--- config.mk ---
export PLATFORM = sky130hd
export DESIGN_NAME = qarctan_iter
export DESIGN_NICKNAME = d
export VERILOG_FILES = /design/src/rtl/qarctan_iter.sv
export SDC_FILE = /design/constraint.sdc
export NUM_CORES = 1
export LEC_CHECK = 0
export BUFFER_PORTS_ARGS = -buffer_cell sky130_fd_sc_hd__buf_2
export CORE_MARGIN = 2
export CORE_UTILIZATION = 60
export CTS_BUF_LIST = sky130_fd_sc_hd__clkbuf_8
export DETAILED_ROUTE_END_ITERATION = 6
export PLACE_DENSITY_LB_ADDON = 0.1
export SYNTH_ARGS = -nofsm -noshare
export SYNTH_HDL_FRONTEND = slang
export SYNTH_SLANG_ARGS = --single-unit
--- constraint.sdc ---
create_clock -name clock -period 14.2 [get_ports clock]
set_input_delay 0.71 -clock clock [delete_from_list [all_inputs] [get_ports clock]]
set_output_delay 0.71 -clock clock [all_outputs]
set_load 0.1 [all_outputs]
--- src/rtl/qarctan_iter.sv ---
`default_nettype none
// ============================================================================
// Module  : qarctan_iter
// Brief   : Quantised arctangent with a built-in restoring divider and FIFO ports.
// Revision: 1.0
// ============================================================================
module qarctan_iter #(
  parameter int DATA_WIDTH = 32,
  parameter int FRAC_BITS  = 10,
  parameter int QUAD1      = 804,
  parameter int QUAD3      = 2412,
  parameter int TAG_WIDTH  = 1
) (
  input  logic                  clock,
  input  logic                  reset,
  output logic                  in_y_rd_en,
  input  logic                  in_y_empty,
  input  logic [DATA_WIDTH-1:0] in_y_dout,
  output logic                  in_x_rd_en,
  input  logic                  in_x_empty,
  input  logic [DATA_WIDTH-1:0] in_x_dout,
  input  logic [TAG_WIDTH-1:0]  in_tag,
  output logic                  out_wr_en,
  input  logic                  out_full,
  output logic [DATA_WIDTH-1:0] out_din,
  output logic [TAG_WIDTH-1:0]  out_tag,
  output logic                  busy
);

  localparam int W  = DATA_WIDTH + 2;
  localparam int MW = W + FRAC_BITS;
  localparam int QW = FRAC_BITS + 1;
  localparam int CW = $clog2(FRAC_BITS + 2);
  localparam logic signed [MW-1:0] C_QUAD1 = MW'(QUAD1);
  localparam logic signed [MW-1:0] C_QUAD3 = MW'(QUAD3);

  typedef enum logic [1:0] {
    S_IDLE  = 2'd0,
    S_DIV   = 2'd1,
    S_SCALE = 2'd2,
    S_OUT   = 2'd3
  } state_t;

  state_t                state_q, state_d;
  logic [MW-1:0]         rem_q, rem_d;
  logic [MW-1:0]         div_q, div_d;
  logic [QW-1:0]         quo_q, quo_d;
  logic [CW-1:0]         cnt_q, cnt_d;
  logic                  num_neg_q, num_neg_d;
  logic                  x_neg_q, x_neg_d;
  logic                  y_neg_q, y_neg_d;
  logic [TAG_WIDTH-1:0]  tag_q, tag_d;
  logic [TAG_WIDTH-1:0]  out_tag_q, out_tag_d;
  logic [DATA_WIDTH-1:0] out_din_q, out_din_d;

  // Operand formatting: two guard bits keep |y|+1 and x+|y|+1 exact at the extremes.
  logic signed [W-1:0] y_ext, x_ext, abs_y, sum, den;
  logic        [W-1:0] sum_mag;

  always_comb begin
    y_ext = {{2{in_y_dout[DATA_WIDTH-1]}}, in_y_dout};
    x_ext = {{2{in_x_dout[DATA_WIDTH-1]}}, in_x_dout};
    abs_y = (y_ext[W-1] ? -y_ext : y_ext) + W'(1);
    if (!x_ext[W-1]) begin
      sum = x_ext - abs_y;
      den = x_ext + abs_y;
    end else begin
      sum = x_ext + abs_y;
      den = abs_y - x_ext;
    end
    sum_mag = sum[W-1] ? -sum : sum;
  end

  // Signed quotient, scale by QUAD1, divide by 2^FRAC_BITS truncating toward zero.
  logic signed [MW-1:0] r_s, p_s, p_mag, d_s, ang_s;

  always_comb begin
    r_s = MW'(quo_q);
    if (num_neg_q) r_s = -r_s;
    p_s   = r_s * C_QUAD1;
    p_mag = p_s[MW-1] ? -p_s : p_s;
    d_s   = p_mag >>> FRAC_BITS;
    if (p_s[MW-1]) d_s = -d_s;
    ang_s = (x_neg_q ? C_QUAD3 : C_QUAD1) - d_s;
  end

  always_comb begin
    state_d    = state_q;
    rem_d      = rem_q;
    div_d      = div_q;
    quo_d      = quo_q;
    cnt_d      = cnt_q;
    num_neg_d  = num_neg_q;
    x_neg_d    = x_neg_q;
    y_neg_d    = y_neg_q;
    tag_d      = tag_q;
    out_tag_d  = out_tag_q;
    out_din_d  = out_din_q;
    in_y_rd_en = 1'b0;
    in_x_rd_en = 1'b0;
    out_wr_en  = 1'b0;
    case (state_q)
      S_IDLE: begin
        if (!in_y_empty && !in_x_empty) begin
          in_y_rd_en = 1'b1;
          in_x_rd_en = 1'b1;
          rem_d      = {sum_mag, {FRAC_BITS{1'b0}}};
          div_d      = {den, {FRAC_BITS{1'b0}}};
          quo_d      = '0;
          cnt_d      = CW'(FRAC_BITS);
          num_neg_d  = sum[W-1];
          x_neg_d    = x_ext[W-1];
          y_neg_d    = y_ext[W-1];
          tag_d      = in_tag;
          state_d    = S_DIV;
        end
      end
      S_DIV: begin
        // Quotient is known to fit in FRAC_BITS+1 bits, so start at den<<FRAC_BITS.
        if (rem_q >= div_q) begin
          rem_d = rem_q - div_q;
          quo_d = {quo_q[QW-2:0], 1'b1};
        end else begin
          quo_d = {quo_q[QW-2:0], 1'b0};
        end
        div_d = div_q >> 1;
        cnt_d = cnt_q - 1'b1;
        if (cnt_q == '0) state_d = S_SCALE;
      end
      S_SCALE: begin
        out_din_d = DATA_WIDTH'(y_neg_q ? -ang_s : ang_s);
        out_tag_d = tag_q;
        state_d   = S_OUT;
      end
      S_OUT: begin
        if (!out_full) begin
          out_wr_en = 1'b1;
          state_d   = S_IDLE;
        end
      end
      default: state_d = S_IDLE;
    endcase
    if (reset) begin
      in_y_rd_en = 1'b0;
      in_x_rd_en = 1'b0;
      out_wr_en  = 1'b0;
    end
  end

  always_ff @(posedge clock or posedge reset) begin
    if (reset) begin
      state_q   <= S_IDLE;
      rem_q     <= '0;
      div_q     <= '0;
      quo_q     <= '0;
      cnt_q     <= '0;
      num_neg_q <= 1'b0;
      x_neg_q   <= 1'b0;
      y_neg_q   <= 1'b0;
      tag_q     <= '0;
      out_tag_q <= '0;
      out_din_q <= '0;
    end else begin
      state_q   <= state_d;
      rem_q     <= rem_d;
      div_q     <= div_d;
      quo_q     <= quo_d;
      cnt_q     <= cnt_d;
      num_neg_q <= num_neg_d;
      x_neg_q   <= x_neg_d;
      y_neg_q   <= y_neg_d;
      tag_q     <= tag_d;
      out_tag_q <= out_tag_d;
      out_din_q <= out_din_d;
    end
  end

  assign out_din = out_din_q;
  assign out_tag = out_tag_q;
  assign busy    = (state_q != S_IDLE);

endmodule
`default_nettype wire

==> results.rst <==
.. list-table::
   :header-rows: 1

   * - Metric
     - Value
   * - Status
     - finished with violations
   * - Failing checks
     - design-rule violations
   * - Max-slew headroom
     - between 10% and 20%
   * - Adder-cell area share of the yosys netlist
     - ~18%
   * - Count of state elements after synthesis
     - 142
   * - Port bufs
     - about 110
   * - H-tree levels
     - 4
   * - Commonest register cell after synthesis
     - dfrtp_1
   * - Capturing element type of the critical path
     - register
   * - Die height
     - ~210 µm
   * - Number of instances in the synthesized netlist
     - between 3000 and 4000
   * - Routing usage on met1
     - between 30% and 40%
   * - Synthesized cell area
     - around 25000 µm²
   * - Average vias per placed instance
     - approximately 6.3
   * - Antenna violations before repair
     - 1
   * - Cell seen most often among critical-path stages
     - ha_1
   * - Global-route wire length before repair
     - ~120 mm
   * - Setup repair after global routing missed its margin
     - false
   * - Area growth syn-to-layout
     - 4.747%
   * - Clock-pin slew on the worst setup and hold paths
     - about 0.090 ns
   * - Share of the cycle needed by the critical path after routing
     - about nine tenths
   * - Total vias in the final route
     - 24300
   * - Number of flops mapped to enable cells by yosys
     - 0
   * - Number of placement rows
     - 74
   * - Post-route antenna net violation count
     - 0
   * - Wire length per cell after detailed routing
     - 17.79 µm
   * - CP Data Arrival Time
     - ~13 ns
   * - Worst Clk Skew
     - 0.01886 ns
   * - Max Clk Rate
     - slightly below 80 MHz
   * - Final net count
     - roughly 3700
   * - Post-synthesis compound-gate area fraction
     - a little over a quarter
   * - Post-Route Setup TNS
     - 0 ns
   * - Slew @ Worst Pin
     - around 1.2 ns
   * - Largest net degree at the start of global routing
     - between 90 and 100
   * - Area share of the largest cell type after synthesis
     - 14.36%
   * - Number of buffers added by the clock tree synthesis step
     - 17
   * - Max incr delay on CP
     - ~0.75 ns
   * - Fraction of final layout cells with drive strength greater than 1
     - around 7.3%
   * - Number of failing hold endpoints at the final stage
     - 0
   * - First-pass detailed-route iteration total
     - 7
   * - Total Die Area
     - roughly 43000 µm²
   * - Hold crit path type
     - in2async
   * - Clock net sink count
     - around 140
   * - DRC violation total after the first TritonRoute iteration
     - about 1900
   * - Syn avg cell area
     - between 7 and 8 µm²
   * - Cell with the largest stage delay on the worst path
     - a2111oi_1
   * - Leading cell types by total area after synthesis
     - dfrtp_1 14%, ha_1 13%, xnor2_1 6.7%
   * - MaxCap Viol Count
     - 0
   * - Final weighted congestion of routability-driven global placement
     - 0.9591
   * - Fraction of synthesized area in multiplexers
     - under 10%
   * - # hold bufs at CTS
     - 0
   * - Total gr overflow
     - 0
   * - WL final
     - between 60 and 70 mm
   * - Maximum count of clock buffers along a single path
     - 2
   * - Met3 layer usage reported by global route
     - under 10%
   * - Setup violation total in the final timing report
     - 0
   * - Final HPWL DP
     - roughly 54 mm
   * - Number of pins exceeding their max-slew limit in the final report
     - 0
   * - Global-route layer with the greatest usage
     - met2
   * - Kind of launch point of the worst setup path
     - register
   * - Sequential area share after synthesis
     - 14.36%
   * - Number of placed instances with taps included
     - around 3800
   * - Top-level port count
     - about 110
   * - Final routed DRC violation total
     - 1
   * - Placeable core region
     - between 40000 and 50000 µm²
   * - Tmin final
     - around 13 ns
   * - Basic-gate share of the synthesized area counting and, or, nand and nor cells
     - a little over a fifth
   * - GRT Total Usage
     - about a third
   * - Number of resized instances in the post-cts repair step
     - 0
   * - Data required time of the worst path
     - around 15 ns
   * - Clock latency on the worst-skew pair
     - about 0.49 ns
   * - TritonCTS clock tree
     - done
   * - Highest fanout seen on the critical path
     - 58
   * - Synthesized-area fraction occupied by xor and xnor cells
     - about a tenth
   * - Number of warnings printed during yosys synthesis
     - 0
   * - Count of distinct cell types in the synthesized netlist
     - approximately 110
   * - Via count of the first global-routing pass
     - around 24000
   * - Class of the most critical setup path
     - reg2reg
   * - Global routing usage on met2
     - between 50% and 60%
   * - Synth area leader
     - dfrtp_1
   * - Main combinational cell family by area after synthesis
     - compound AO/OA/AOI/OAI gates
   * - Buffer count from post-CTS setup fixing
     - 0
   * - Clock tree root driver cell
     - clkbuf_8
   * - Starting Density
     - slightly above 60%
   * - Number of cells in the finished layout apart from fillers
     - between 3000 and 4000
   * - Width of the die
     - roughly 210 µm
   * - Post-synth ARST share
     - 100.0%
through the flow:
step	setup slack [ns]	hold slack, ns	instance area, µm²	utilization [%]
after floorplan	2.763	0.4498	24760	-
after global placement	2.295	0.4624	25510	62.61
after detailed placement	1.783	0.4746	25510	62.61
after CTS	1.726	0.3217	25920	63.63
after global routing	0.5926	0.3859	25930	63.64
final	1.545	0.3470	25930	63.64
worst paths after layout:
path | startpoint | endpoint | slack [ns] | cells after the start
worst min register to register | out_din[28] | out_din[28] | 0.49 | 2
worst min-delay path | reset | out_din[11] | 0.35 | 2
min in group clock | in_tag | tag_q | 0.47 | 2
worst max-delay path | quo_q[0] | out_din[25] | 1.54 | 41
max in group asynchronous | reset | rem_q[20] | 12.46 | 3
worst max register to register | quo_q[0] | out_din[25] | 1.54 | 41
state kept, by name, indices dropped and copies added, names as in the netlist:
| register | cells |
|---|---|
| div_q | 44 |
| rem_q | 44 |
| out_din | 32 |
| quo_q | 11 |
| cnt_q | 4 |
| state_q | 2 |
| num_neg_q | 1 |
| out_tag | 1 |
| tag_q | 1 |
| x_neg_q | 1 |
| y_neg_q | 1 |
layout by cell type (no fill, tap or decap), drive strengths merged, types with 24 or more instances in the layout:
cell	n
o31ai	42
dfrtp	142
nor2	258
o21bai	30
o21ai	255
a21o	73
nor2b	33
fa	56
buf	124
xor2	108
a211oi	32
or4	24
or3	48
nor4	40
xnor2	189
inv	284
nand2	285
nand3	83
and3	40
o211ai	29
mux2i	26
ha	260
a31oi	50
nand4	37
a21oi	236
nor3	100
and2	30
nand2b	25
synth_stat cells, types with 26 or more instances:
library cell and n:
a211oi_1 29, a21o_1 73, a21oi_1 234, a31oi_1 49, and2_1 28, and3_1 40, clkbuf_1 123, dfrtp_1 142
fa_1 56, ha_1 260, inv_1 283, mux2i_1 26, nand2_1 284, nand3_1 83, nand4_1 37, nor2_1 258
nor2b_1 33, nor3_1 100, nor4_1 33, o211ai_1 28, o21ai_0 243, o21bai_1 30, o31ai_1 42, or3_1 48
xnor2_1 189, xor2_1 107
worst max-delay path: cells and delay by family, from the launching register on:
family | cells | cell delay [ns]
AOI/OAI and AO/OA | 14 | 4.27
adders and majority gates | 9 | 3.29
muxes | 2 | 0.60
xor gates and xnor gates | 3 | 0.88
DFF | 1 | 0.44
buffers and inverters | 2 | 0.67
and+or+nand+nor | 11 | 2.39
layer usage:
layer | wire (µm) | vias to the layer above | part of all wire (%)
met5 | 0 | - | 0
met4 | 2847 | 0 | 4.2
met3 | 2645 | 161 | 3.9
met2 | 33850 | 740 | 49
met1 | 29200 | 11480 | 43
li1 | - | 11920 | -
cells by family after synthesis:
| logic type | Yosys count |
|---|---|
| and+or+nand+nor | 1070 |
| AOI/OAI and AO/OA | 1001 |
| buffers and inverters | 446 |
| adders and majority gates | 316 |
| xor gates and xnor gates | 297 |
| DFF | 142 |
| muxes | 49 |
| other | 2 |
area by class of cell:
type	count	area (µm²)
Fill cell	3673	14810
Sequential cell	142	3553
Timing Repair Buffer	124	668.1
Inverter	289	1090
Multi-Input combinational cell	2736	19530
Tap cell	532	665.6
Clock inverter	11	168.9
Antenna cell	1	2.502
Clock buffer	18	247.7
Power is left out: the tool's default activity adds up to more than one toggle a clock period on the data nets, which glitch-free logic cannot reach.
